**src/rtl/intr_pkg.sv**
```systemverilog
// Shared constants for the memory-mapped interrupt controller.
package intr_pkg;

  localparam int unsigned INTR_DATA_W = 32;
  localparam int unsigned INTR_OFF_W  = 8;
  localparam int unsigned INTR_IDX_W  = 5;

  // Byte offsets of the registers inside the 256-byte window
  localparam logic [INTR_OFF_W-1:0] INTR_PEND    = 8'h00;
  localparam logic [INTR_OFF_W-1:0] INTR_MASK    = 8'h04;
  localparam logic [INTR_OFF_W-1:0] INTR_EDGE    = 8'h08;
  localparam logic [INTR_OFF_W-1:0] INTR_SWSET   = 8'h0C;
  localparam logic [INTR_OFF_W-1:0] INTR_ACTIVE  = 8'h10;
  localparam logic [INTR_OFF_W-1:0] INTR_HIGHEST = 8'h14;

  // Reset values, sliced down to NSRC bits by the user
  localparam logic [INTR_DATA_W-1:0] INTR_MASK_RST = 32'h0000_0000;
  localparam logic [INTR_DATA_W-1:0] INTR_EDGE_RST = 32'hFFFF_FFFF;

endpackage

```
**src/rtl/intr_sync.sv**
```systemverilog
// One-bit synchroniser with a previous-value flop for rising-edge detection.
module intr_sync #(
  parameter int unsigned SYNC_STAGES = 2
) (
  input  logic clk,
  input  logic reset,
  input  logic d,
  output logic level,
  output logic rise
);

  logic [SYNC_STAGES-1:0] chain;
  logic                   prev;

  // Shift the raw input through the synchroniser chain
  always_ff @(posedge clk) begin
    if (reset) begin
      chain <= '0;
    end else begin
      chain <= {chain[SYNC_STAGES-2:0], d};
    end
  end

  // Remember the last synchronised value; tracked regardless of source mode
  always_ff @(posedge clk) begin
    if (reset) begin
      prev <= 1'b0;
    end else begin
      prev <= chain[SYNC_STAGES-1];
    end
  end

  assign level = chain[SYNC_STAGES-1];
  assign rise  = chain[SYNC_STAGES-1] & ~prev;

endmodule

```
**src/rtl/intr_ctrl.sv**
```systemverilog
// Interrupt controller: synchronises sources, latches pending, masks, and
// exposes PEND/MASK/EDGE/SWSET/ACTIVE/HIGHEST on the core's store/load bus.
module intr_ctrl
  import intr_pkg::*;
#(
  parameter int unsigned NSRC        = 8,
  parameter logic [31:0] BASE_ADDR   = 32'hFFFF_FF00,
  parameter int unsigned SYNC_STAGES = 2
) (
  input  logic            clk,
  input  logic            reset,
  input  logic [NSRC-1:0] src,
  input  logic            memwrite,
  input  logic [31:0]     dataadr,
  input  logic [31:0]     writedata,
  output logic [31:0]     readdata,
  output logic [NSRC-1:0] interrupts
);

  if (NSRC > 31 || NSRC < 1) begin : g_bad_nsrc
    $error("intr_ctrl: NSRC must be in 1..31");
  end
  if (SYNC_STAGES < 2) begin : g_bad_sync
    $error("intr_ctrl: SYNC_STAGES must be at least 2");
  end

  logic [NSRC-1:0] lvl;
  logic [NSRC-1:0] rise;
  logic [NSRC-1:0] pend;
  logic [NSRC-1:0] mask;
  logic [NSRC-1:0] edge_q;
  logic [NSRC-1:0] pend_nxt;
  logic [NSRC-1:0] active;
  logic [NSRC-1:0] wdata;

  logic                  hit;
  logic [INTR_OFF_W-1:0] reg_off;
  logic                  wr_en;
  logic                  wr_pend;
  logic                  wr_mask;
  logic                  wr_edge;
  logic                  wr_swset;

  logic                  any_active;
  logic [INTR_IDX_W-1:0] hi_idx;

  // Byte-lane bits and store data above NSRC carry no meaning here
  logic unused_bits;
  assign unused_bits = ^{dataadr[1:0], writedata[31:NSRC]};

  // One synchroniser per source
  for (genvar g = 0; g < NSRC; g++) begin : g_sync
    intr_sync #(
      .SYNC_STAGES(SYNC_STAGES)
    ) u_sync (
      .clk   (clk),
      .reset (reset),
      .d     (src[g]),
      .level (lvl[g]),
      .rise  (rise[g])
    );
  end

  // Address decode and write strobes
  always_comb begin
    hit      = (dataadr[31:8] == BASE_ADDR[31:8]);
    reg_off  = {dataadr[7:2], 2'b00};
    wr_en    = memwrite & hit;
    wr_pend  = wr_en && (reg_off == INTR_PEND);
    wr_mask  = wr_en && (reg_off == INTR_MASK);
    wr_edge  = wr_en && (reg_off == INTR_EDGE);
    wr_swset = wr_en && (reg_off == INTR_SWSET);
    wdata    = writedata[NSRC-1:0];
  end

  // Pending next-state: edge sources set-wins-over-W1C, level sources follow sync
  always_comb begin
    logic [NSRC-1:0] set_v;
    logic [NSRC-1:0] clr_v;
    set_v    = rise | (wr_swset ? wdata : '0);
    clr_v    = wr_pend ? wdata : '0;
    pend_nxt = (edge_q & (set_v | (pend & ~clr_v))) | (~edge_q & lvl);
  end

  assign active = pend & mask;

  // Register file and output register
  always_ff @(posedge clk) begin
    if (reset) begin
      pend       <= '0;
      mask       <= INTR_MASK_RST[NSRC-1:0];
      edge_q     <= INTR_EDGE_RST[NSRC-1:0];
      interrupts <= '0;
    end else begin
      pend       <= pend_nxt;
      interrupts <= active;
      if (wr_mask) mask   <= wdata;
      if (wr_edge) edge_q <= wdata;
    end
  end

  // Priority encoder: lowest-numbered active source wins
  always_comb begin
    any_active = |active;
    hi_idx     = '0;
    for (int i = NSRC - 1; i >= 0; i--) begin
      if (active[i]) hi_idx = INTR_IDX_W'(i);
    end
  end

  // Combinational read mux; returns pre-write state
  always_comb begin
    readdata = '0;
    if (hit) begin
      case (reg_off)
        INTR_PEND:    readdata = 32'(pend);
        INTR_MASK:    readdata = 32'(mask);
        INTR_EDGE:    readdata = 32'(edge_q);
        INTR_ACTIVE:  readdata = 32'(active);
        INTR_HIGHEST: readdata = any_active ? {1'b1, 26'd0, hi_idx} : 32'd0;
        default:      readdata = '0;
      endcase
    end
  end

endmodule

```
**config.mk**
```make
export PLATFORM = sky130hd
export DESIGN_NAME = intr_ctrl
export DESIGN_NICKNAME = d
export VERILOG_FILES = /design/src/rtl/intr_pkg.sv /design/src/rtl/intr_sync.sv /design/src/rtl/intr_ctrl.sv
export SDC_FILE = /design/constraint.sdc
export NUM_CORES = 1
export LEC_CHECK = 0
export ABC_AREA = 1
export BUFFER_PORTS_ARGS = -buffer_cell sky130_fd_sc_hd__buf_2
export CAP_MARGIN = 20
export CELL_PAD_IN_SITES_DETAIL_PLACEMENT = 1
export CELL_PAD_IN_SITES_GLOBAL_PLACEMENT = 1
export CORE_ASPECT_RATIO = 1.5
export CORE_MARGIN = 5
export CORE_UTILIZATION = 29
export DETAILED_ROUTE_END_ITERATION = 10
export GPL_TIMING_DRIVEN = 1
export PLACE_DENSITY = 0.79
export SETUP_SLACK_MARGIN = 0.15
export SYNTH_ARGS = -nofsm -noshare
export SYNTH_HDL_FRONTEND = slang
export SYNTH_SLANG_ARGS = --single-unit
```
**constraint.sdc**
```tcl
create_clock -name clk -period 1.04 [get_ports clk]
set_input_delay 0.052 -clock clk [delete_from_list [all_inputs] [get_ports clk]]
set_output_delay 0.052 -clock clk [all_outputs]
set_load 0.01 [all_outputs]
```
Word-level counts from Yosys, hierarchy flattened
Cells that the tools add are included.
{"block": "op_classes", "reduce_logical": 7, "n_mux": 13, "n_bitwise": 26, "eq_ne": 6}
{"operator": "one-hot mux 32 bit (5 select lines)", "count": 1}
{"operator": "2-to-1 mux 32 bit", "count": 2}
{"operator": "2-to-1 mux 5 bit", "count": 7}
{"operator": "bitwise AND 8 bit", "count": 4}
{"operator": "equality test 24 bit, second input constant", "count": 1}
{"operator": "bitwise OR 8 bit", "count": 3}
{"operator": "2-to-1 mux 8 bit", "count": 2}
{"operator": "NOT 8 bit", "count": 2}
{"operator": "equality test 6 x 2 -> 1 bit, second input constant", "count": 2}
{"operator": "equality test 6 x 3 -> 1 bit, second input constant", "count": 2}
{"operator": "bitwise AND 1 bit", "count": 9}
{"operator": "zero test 8 bit", "count": 1}
{"operator": "NOT 1 bit", "count": 8}
{"operator": "OR reduction 8 bit", "count": 1}
{"operator": "equality test 6 x 1 -> 1 bit, second input constant", "count": 1}
{"operator": "zero test 6 bit", "count": 1}
{"operator": "logical AND 1 bit", "count": 4}
{"operator": "2-to-1 mux 3 bit", "count": 1}
{"block": "word_totals", "output_inout_bits": 40, "elab_cells": 72, "reg_bits": 56}

Longest topological paths before layout
Gate-level depths: netlist (run 1).
{"block": "depth", "word_depth": 12, "ltp_mapped": 11, "depth_no_buf": 10}

Modules after synthesis
From an unflattened synthesis (run 1), not the netlist that was laid out.
{"block": "hier_totals", "cells_unflattened": 398, "hier_area_um2": 2757.6}
{"mod": "intr_ctrl", "instances": 1, "cells_each": 318, "seq_area_each_um2": 640.6, "area_per_inst_um2": 2067.0}
{"mod": "intr_sync", "instances": 8, "cells_each": 10, "seq_area_each_um2": 60.1, "area_per_inst_um2": 86.3}

Least setup slack after synthesis (run 1)
OpenSTA, ideal clock, no wires.
{"block": "synth_path", "path_type": "reg-to-output", "start": "register pend[2]", "end": "output readdata[0]", "required_time_ns": 0.988, "t_arrival_ns": 1.047, "stages_incl_launch_ff": 9, "path_buffers": 0, "path_slack_ns": -0.059, "cell_sequence": "dfxtp_1 -> nand2_1 -> nand2_1 -> inv_1 -> nand2_1 -> o21ai_0 -> a21oi_1 -> nand2_1 -> a21oi_1"}
{"block": "synth_via", "elab_chain_len": 7, "elab_cells_between_ends": 8}
{"item": "start: declaration", "line_no": "intr_ctrl.sv:29", "rtl": "logic [NSRC-1:0] pend;"}
{"item": "start signal: assignment", "line_no": "intr_ctrl.sv:95", "rtl": "pend <= pend_nxt;"}
{"item": "bitwise AND 8 bit *", "line_no": "intr_ctrl.sv:85", "rtl": "assign active = pend & mask;"}
{"item": "2-to-1 mux 5 bit (3 in a row)", "line_no": "intr_ctrl.sv:107", "rtl": "if (active[i]) hi_idx = INTR_IDX_W'(i);"}
{"item": "2-to-1 mux 32 bit *", "line_no": "intr_ctrl.sv:120", "rtl": "INTR_HIGHEST: readdata = any_active ? {1'b1, 26'd0, hi_idx} : 32'd0;"}
{"item": "one-hot mux 32 bit (5 select lines) *", "line_no": "intr_ctrl.sv:115", "rtl": "case (reg_off)"}
{"item": "2-to-1 mux 32 bit *", "line_no": "intr_ctrl.sv:114", "rtl": "if (hit) begin"}
{"item": "end: declaration", "line_no": "intr_ctrl.sv:16", "rtl": "output logic [31:0] readdata,"}
Mark *: on every way between the ends. The rest lies on a longest branch, timed or not.

Final worst setup path (run 1)
{"block": "layout_path", "start": "register pend[3]", "end": "output readdata[0]"}
{"block": "layout_via", "elab_chain_len": 8, "elab_cells_between_ends": 9}
{"item": "bitwise AND 8 bit *", "line_no": "intr_ctrl.sv:85"}
{"item": "2-to-1 mux 5 bit (4 in a row)", "line_no": "intr_ctrl.sv:107"}
{"item": "2-to-1 mux 32 bit *", "line_no": "intr_ctrl.sv:120"}
{"item": "one-hot mux 32 bit (5 select lines) *", "line_no": "intr_ctrl.sv:115"}
{"item": "2-to-1 mux 32 bit *", "line_no": "intr_ctrl.sv:114"}
Marked as above.

==> out/results.ini, run 1 <==
[worst_setup_path]
crit_chain=nand2_4, nand2_4, inv_4, nand2_2, o21ai_2, a21oi_1, nand2_1, a21oi_2, buf_2
path_max_fanout=3
worstPathRequired_ns=0.99
worstPathArrival_ns=1.55
crit_top_cell=nand2_4
path_class=reg -> out
ff2ff_setup_slack_ns=-0.02
setup.worst_path.start_class=flip-flop
crit_slowest_cell=dfxtp_2
end_kind=output pin
critPathTopFamily=compound AO/OA/AOI/OAI gates
crit_path_max_incr_delay_ns=0.36
crit_buf_inv=2

[clock_tree]
clk_latency_ns=0.30
cts_tree=done
cts_buffer_depth=2
cts_num_sinks=56
htreeDepth=2
clk_pin_slew_ns=0.07
numCtsBuffers=5
root_buffer=clkbuf_16

[global_route]
antenna_found_initial=0
overflow=0
grt_usage_pct=17.1
grt_max_degree=33
grt_first_pass_wirelength_um=15100
grt_pass1_vias=3119

[pwr]
p_total_uw=4820
ir_worst_vdd_v=0.000800
leakage_uw=0.00214
power_density_nw_per_um2=1090

[sta]
fmax_ghz=0.625
final_hold_viol_count=1
worst_slack_ns=-0.559
skew_ns=0.00813
finalCriticalPeriod_ns=1.60
rsz0062_at_grt=yes
fin_crit_sh_pct=154
setup_violations=21
fin_tns_setup_ns=-4.03
slew_violations=0
worst_hold_slack_ns=-0.000860

[yosys]
ys_seq_elements=56
seq_area_frac_synth_pct=40.9
syn_area_sq_um=2740
yosysWarningCount=0
synth.avg_cell_area_sq_um=7.09
synth.distinct_cells=27
syn_inst=387

[routing]
drt-initial-drc-count=189
avgViaCountPerCell=4.82
via_count=3045
drtAntennaViolNets=0
firstDrtPassIters=4
drt_wl_total_um=11200
drc=0
wl_per_cell_um=17.7

[placement]
dpl_cell_area_sq_um=3490
dpl.hpwl_um=6360
io_buffer_count=65
gp_congestion=0.825

[finish]
nets=594
n_fill_cell=1125
final_cell_mix=inv_1 (57), nor2_1 (57), buf_2 (48), buf_4 (44), dfxtp_1 (40)
diodes=0
multi_input_area_sq_um=1640
seq_area_sq_um=1140
stdcell_area_sq_um=4410
synthToLayoutAreaGrowth_pct=60.6
final_core_util_pct=47.6
drive_above_1_share_pct=47.3

[floorplanning]
dieHeight_um=129
ioPinCount=115
die_area_sq_um=11500
initial_core_util_pct=29.6
fp.dieW_um=89.4
num_rows=43
coreArea_sq_um=9250

[status]
violations=hold timing, setup timing
status=finished with violations

[flow_run]
drv_cap=0

[worst_hold_path]
worstHoldPathType=in -> reg

per-stage QoR:
stage	std cells	worst slack (ns)
5_1_grt	632	-0.613
4_1_cts	623	-0.472
3_5_place_dp	596	-0.310
3_3_place_gp	596	-0.276
6_report	632	-0.559
2_1_floorplan	409	-0.0401
cells by family after synthesis:
family,count (synthesis),synth area share (%)
buf+inv,97,17.2
simple gates,169,27.3
flops,56,40.9
other cells,1,0.137
compound gates,64,14.4
registers in the layout (all words and copies together), names as in the netlist:
signal	flops
mask	8
edge_q	8
g_sync.u_sync.prev	8
pend	8
g_sync.u_sync.chain	16
interrupts	8
synth_stat cells:
| master | number | area [sq um] |
|---|---|---|
| a21oi_1 | 13 | 65.1 |
| o211ai_2 | 3 | 37.5 |
| nand4_4 | 1 | 21.3 |
| nor2_2 | 2 | 12.5 |
| nand2_1 | 71 | 267 |
| nor2_8 | 1 | 20.0 |
| a21boi_0 | 1 | 7.51 |
| o211ai_1 | 6 | 45.0 |
| inv_1 | 65 | 244 |
| clkbuf_1 | 5 | 18.8 |
| a41oi_1 | 2 | 17.5 |
| nand2_2 | 2 | 12.5 |
| nand2_4 | 3 | 33.8 |
| conb_1 | 1 | 3.75 |
| a31oi_1 | 2 | 12.5 |
| buf_4 | 23 | 173 |
| buf_6 | 3 | 33.8 |
| nor2_1 | 74 | 278 |
| nor2_4 | 2 | 22.5 |
| nand3_2 | 2 | 20.0 |
| o21ai_0 | 27 | 135 |
| nand4_1 | 6 | 37.5 |
| dfxtp_1 | 56 | 1120 |
| a22oi_1 | 2 | 15.0 |
| nand3_1 | 5 | 25.0 |
| inv_2 | 1 | 3.75 |
| o21bai_1 | 8 | 60.1 |
final timing paths:
check / cells after the start / endpoint / startpoint
setup / recovery: 9 / readdata[0] / pend[3]
hold / removal: 3 / mask[5] / writedata[5]
setup reg to reg: 6 / pend[3] / pend[3]
hold reg to reg: 2 / g_sync[5].u_sync.chain[1] / g_sync[5].u_sync.chain[0]
routing by layer:
metal	part of all wire, %	GRT usage (%)	up-vias
li1	-	-	1418
met1	34	17.0	1486
met4	2.4	5.17	0
met3	6.3	2.48	20
met2	57	34.6	121
met5	0	0	-
cell type report:
type	instances	area share, %
clock buffers	7	3.46
repair buffers	132	23.5
clock inverters	1	0.682
flip-flops and latches	56	25.9
well taps	112	3.18
multi-input cells	258	37.1
inverters	66	6.13
report_power, final:
part	total, uW	switching (uW)	internal (uW)
Combinational	541	291	250
Sequential	2230	30.7	2200
Clock	2050	782	1270
what timing repair did:
action / 4_1_cts / 5_1_grt
hold buffers: 9 / 0
pin swaps: 32 / 52
gates cloned: 2 / 0
hold endpoints to repair: 9 / 0
buffers inserted: 8 / 9
setup endpoints to repair: 33 / 33
gates resized for setup: 87 / 64
tightest hold or removal path, cell delays in order:
cell and delay (ns):
buf_2 0.10, nor2_2 0.05, nor2_2 0.06
(Power assumes the default switching activity.)
==> run 2, diff against run 1 <==
Settings changed: MAX_ROUTING_LAYER set to met4.
==> run 2 against run 1 <==
Effect of this change:
- the run still ends with hold timing, setup timing left
- wire length is 0.21% lower
- combinational power hardly changed
- worst hold slack hardly changed
- setup slack worse by 0.0039 ns
- core utilization stayed put
- critical path type unchanged
- largest cell class unchanged
- highest routed layer unchanged
==> out/results.ini, run 2 (synthesized netlist as in run 1, its figures left out) <==
[placement]
dp.cells=596  ; unchanged
dpl.hpwl_um=6360  ; unchanged
dpl_cell_area_sq_um=3490  ; unchanged
io_buffer_count=65  ; unchanged
gp_congestion=0.838  ; was 0.825

[finish]
multi_input_area_sq_um=1640  ; unchanged
synthToLayoutAreaGrowth_pct=60.6  ; unchanged
largest_register_ffs=16  ; unchanged
drive_above_1_share_pct=47.3  ; unchanged
stdcell_area_sq_um=4410  ; unchanged
diodes=0  ; unchanged
nets=594  ; unchanged
regMostFlops=g_sync.u_sync.chain  ; unchanged
final_cell_mix=inv_1 (57), nor2_1 (57), buf_2 (48), buf_4 (44), dfxtp_1 (40)  ; unchanged
n_fill_cell=1125  ; unchanged
seq_area_sq_um=1140  ; unchanged
final_cells=632  ; unchanged

[clock_tree]
cts_num_sinks=56  ; unchanged
numCtsBuffers=5  ; unchanged
cts_tree=done  ; unchanged
clk_latency_ns=0.30  ; about the same
htreeDepth=2  ; unchanged
root_buffer=clkbuf_16  ; unchanged
clk_pin_slew_ns=0.07  ; about the same
cts_buffer_depth=2  ; unchanged

[global_route]
antenna_found_initial=0  ; unchanged
grt_first_pass_wirelength_um=15100  ; unchanged
overflow=0  ; unchanged
grt_max_degree=33  ; unchanged
grt_pass1_vias=3124  ; was 3119
grt_usage_pct=17.5  ; was 17.1%

[sta]
fin_crit_sh_pct=154  ; about the same
rsz0062_at_grt=yes  ; unchanged
finalCriticalPeriod_ns=1.60  ; about the same
worst_hold_slack_ns=-0.000988  ; was -0.000860 ns
skew_ns=0.00709  ; was 0.00813 ns
setup_violations=23  ; was 21
worst_slack_ns=-0.563  ; was -0.559 ns
final_hold_viol_count=1  ; unchanged
fmax_ghz=0.624  ; was 0.625 GHz
slew_violations=0  ; unchanged

[status]
violations=hold timing, setup timing  ; unchanged
status=finished with violations  ; unchanged

[pwr]
power_density_nw_per_um2=1090  ; about the same
ir_worst_vdd_v=0.000800  ; about the same
p_total_uw=4820  ; about the same
leakage_uw=0.00214  ; unchanged

[floorplanning]
ioPinCount=115  ; unchanged
dieHeight_um=129  ; unchanged
initial_core_util_pct=29.6  ; unchanged
die_area_sq_um=11500  ; unchanged
coreArea_sq_um=9250  ; unchanged
fp.dieW_um=89.4  ; unchanged
num_rows=43  ; unchanged

[worst_setup_path]
crit_top_cell=nand2_4  ; unchanged
path_max_fanout=3  ; unchanged
path_class=reg -> out  ; unchanged
crit_chain=nand2_4, nand2_4, inv_4, nand2_2, o21ai_2, a21oi_1, nand2_1, a21oi_2, buf_2  ; unchanged
crit_slowest_cell=dfxtp_2  ; unchanged
crit_path_max_incr_delay_ns=0.37  ; was 0.36 ns
end_kind=output pin  ; unchanged
critPathTopFamily=flip-flops  ; was compound AO/OA/AOI/OAI gates
setup.worst_path.start_class=flip-flop  ; unchanged
crit_buf_inv=2  ; unchanged
worstPathArrival_ns=1.55  ; about the same
worstPathRequired_ns=0.99  ; about the same

[routing]
firstDrtPassIters=4  ; unchanged
via_count=3042  ; was 3045
drtAntennaViolNets=0  ; unchanged
drt_wl_total_um=11200  ; about the same
avgViaCountPerCell=4.81  ; was 4.82
drt-initial-drc-count=210  ; was 189
wl_per_cell_um=17.7  ; about the same
drc=0  ; unchanged

[worst_hold_path]
worstHoldPathType=in -> reg  ; unchanged

[flow_run]
drv_cap=0  ; unchanged

==> run 2: cell counts in the layout (fill, tap and decap cells not counted) <==
No cell type changed its count.
==> run 2: timing repair <==
action / CTS / global route
cloned: 2 / 0
endpoints found under the hold margin: 9 / 0
endpoints found under the setup margin: 33 / 33
pin swaps: 32 / 52
hold buffers: 9 / 0
resized for setup: 87 / 64
setup buffers: 8 / 9
==> run 2: where the power goes <==
part	switching (uW)	leakage [uW]	total, uW	internal [uW]
clock network	779	0.0000901	2050	1270
registers	31.4	0.000464	2230	2200
logic	290	0.00159	541	250
total	1100	0.00214	4820	3720
==> run 2: final cells by class <==
class | instances | share of cell area [%]
inverter | 66 | 6.13
clock buffer | 7 | 3.46
multi-input combinational | 258 | 37.1
tap | 112 | 3.18
timing repair buffer | 132 | 23.5
clock inverter | 1 | 0.682
sequential | 56 | 25.9
==> run 2: metal layers <==
| layer | GRT usage, % | wire length [um] | part of all wire, % | vias to the layer above |
|---|---|---|---|---|
| met4 | 5.17 | 329 | 2.9 | 0 |
| met2 | 34.6 | 6390 | 57 | 125 |
| met5 | - | 0 | 0 | - |
| met1 | 17.0 | 3750 | 34 | 1472 |
| met3 | 2.35 | 714 | 6.4 | 23 |
| li1 | - | - | - | 1422 |
==> run 2: worst paths after layout <==
check | startpoint | to | slack (ns) | cells past startpoint
worst max-delay path | pend[3] | readdata[0] | -0.56 | 9
worst min-delay path | writedata[5] | mask[5] | -0.001 | 3
worst max register to register | pend[3] | pend[3] | -0.03 | 6
worst min register to register | g_sync[5].u_sync.chain[0] | g_sync[5].u_sync.chain[1] | 0.40 | 2
==> run 2: worst min-delay path: cells and delay by family <==
family,cells,cell delay (ns)
buf+inv,1,0.11
simple gates,2,0.11
==> run 2: through the flow <==
stage	util (%)	setup slack (ns)	setup TNS, ns
detailed placement	37.7	-0.310	-9.02
finish	47.6	-0.563	-4.01
floorplan	-	-0.0401	-0.383
global placement	37.7	-0.276	-8.10
CTS	44.2	-0.472	-3.51
global route	47.6	-0.613	-5.99
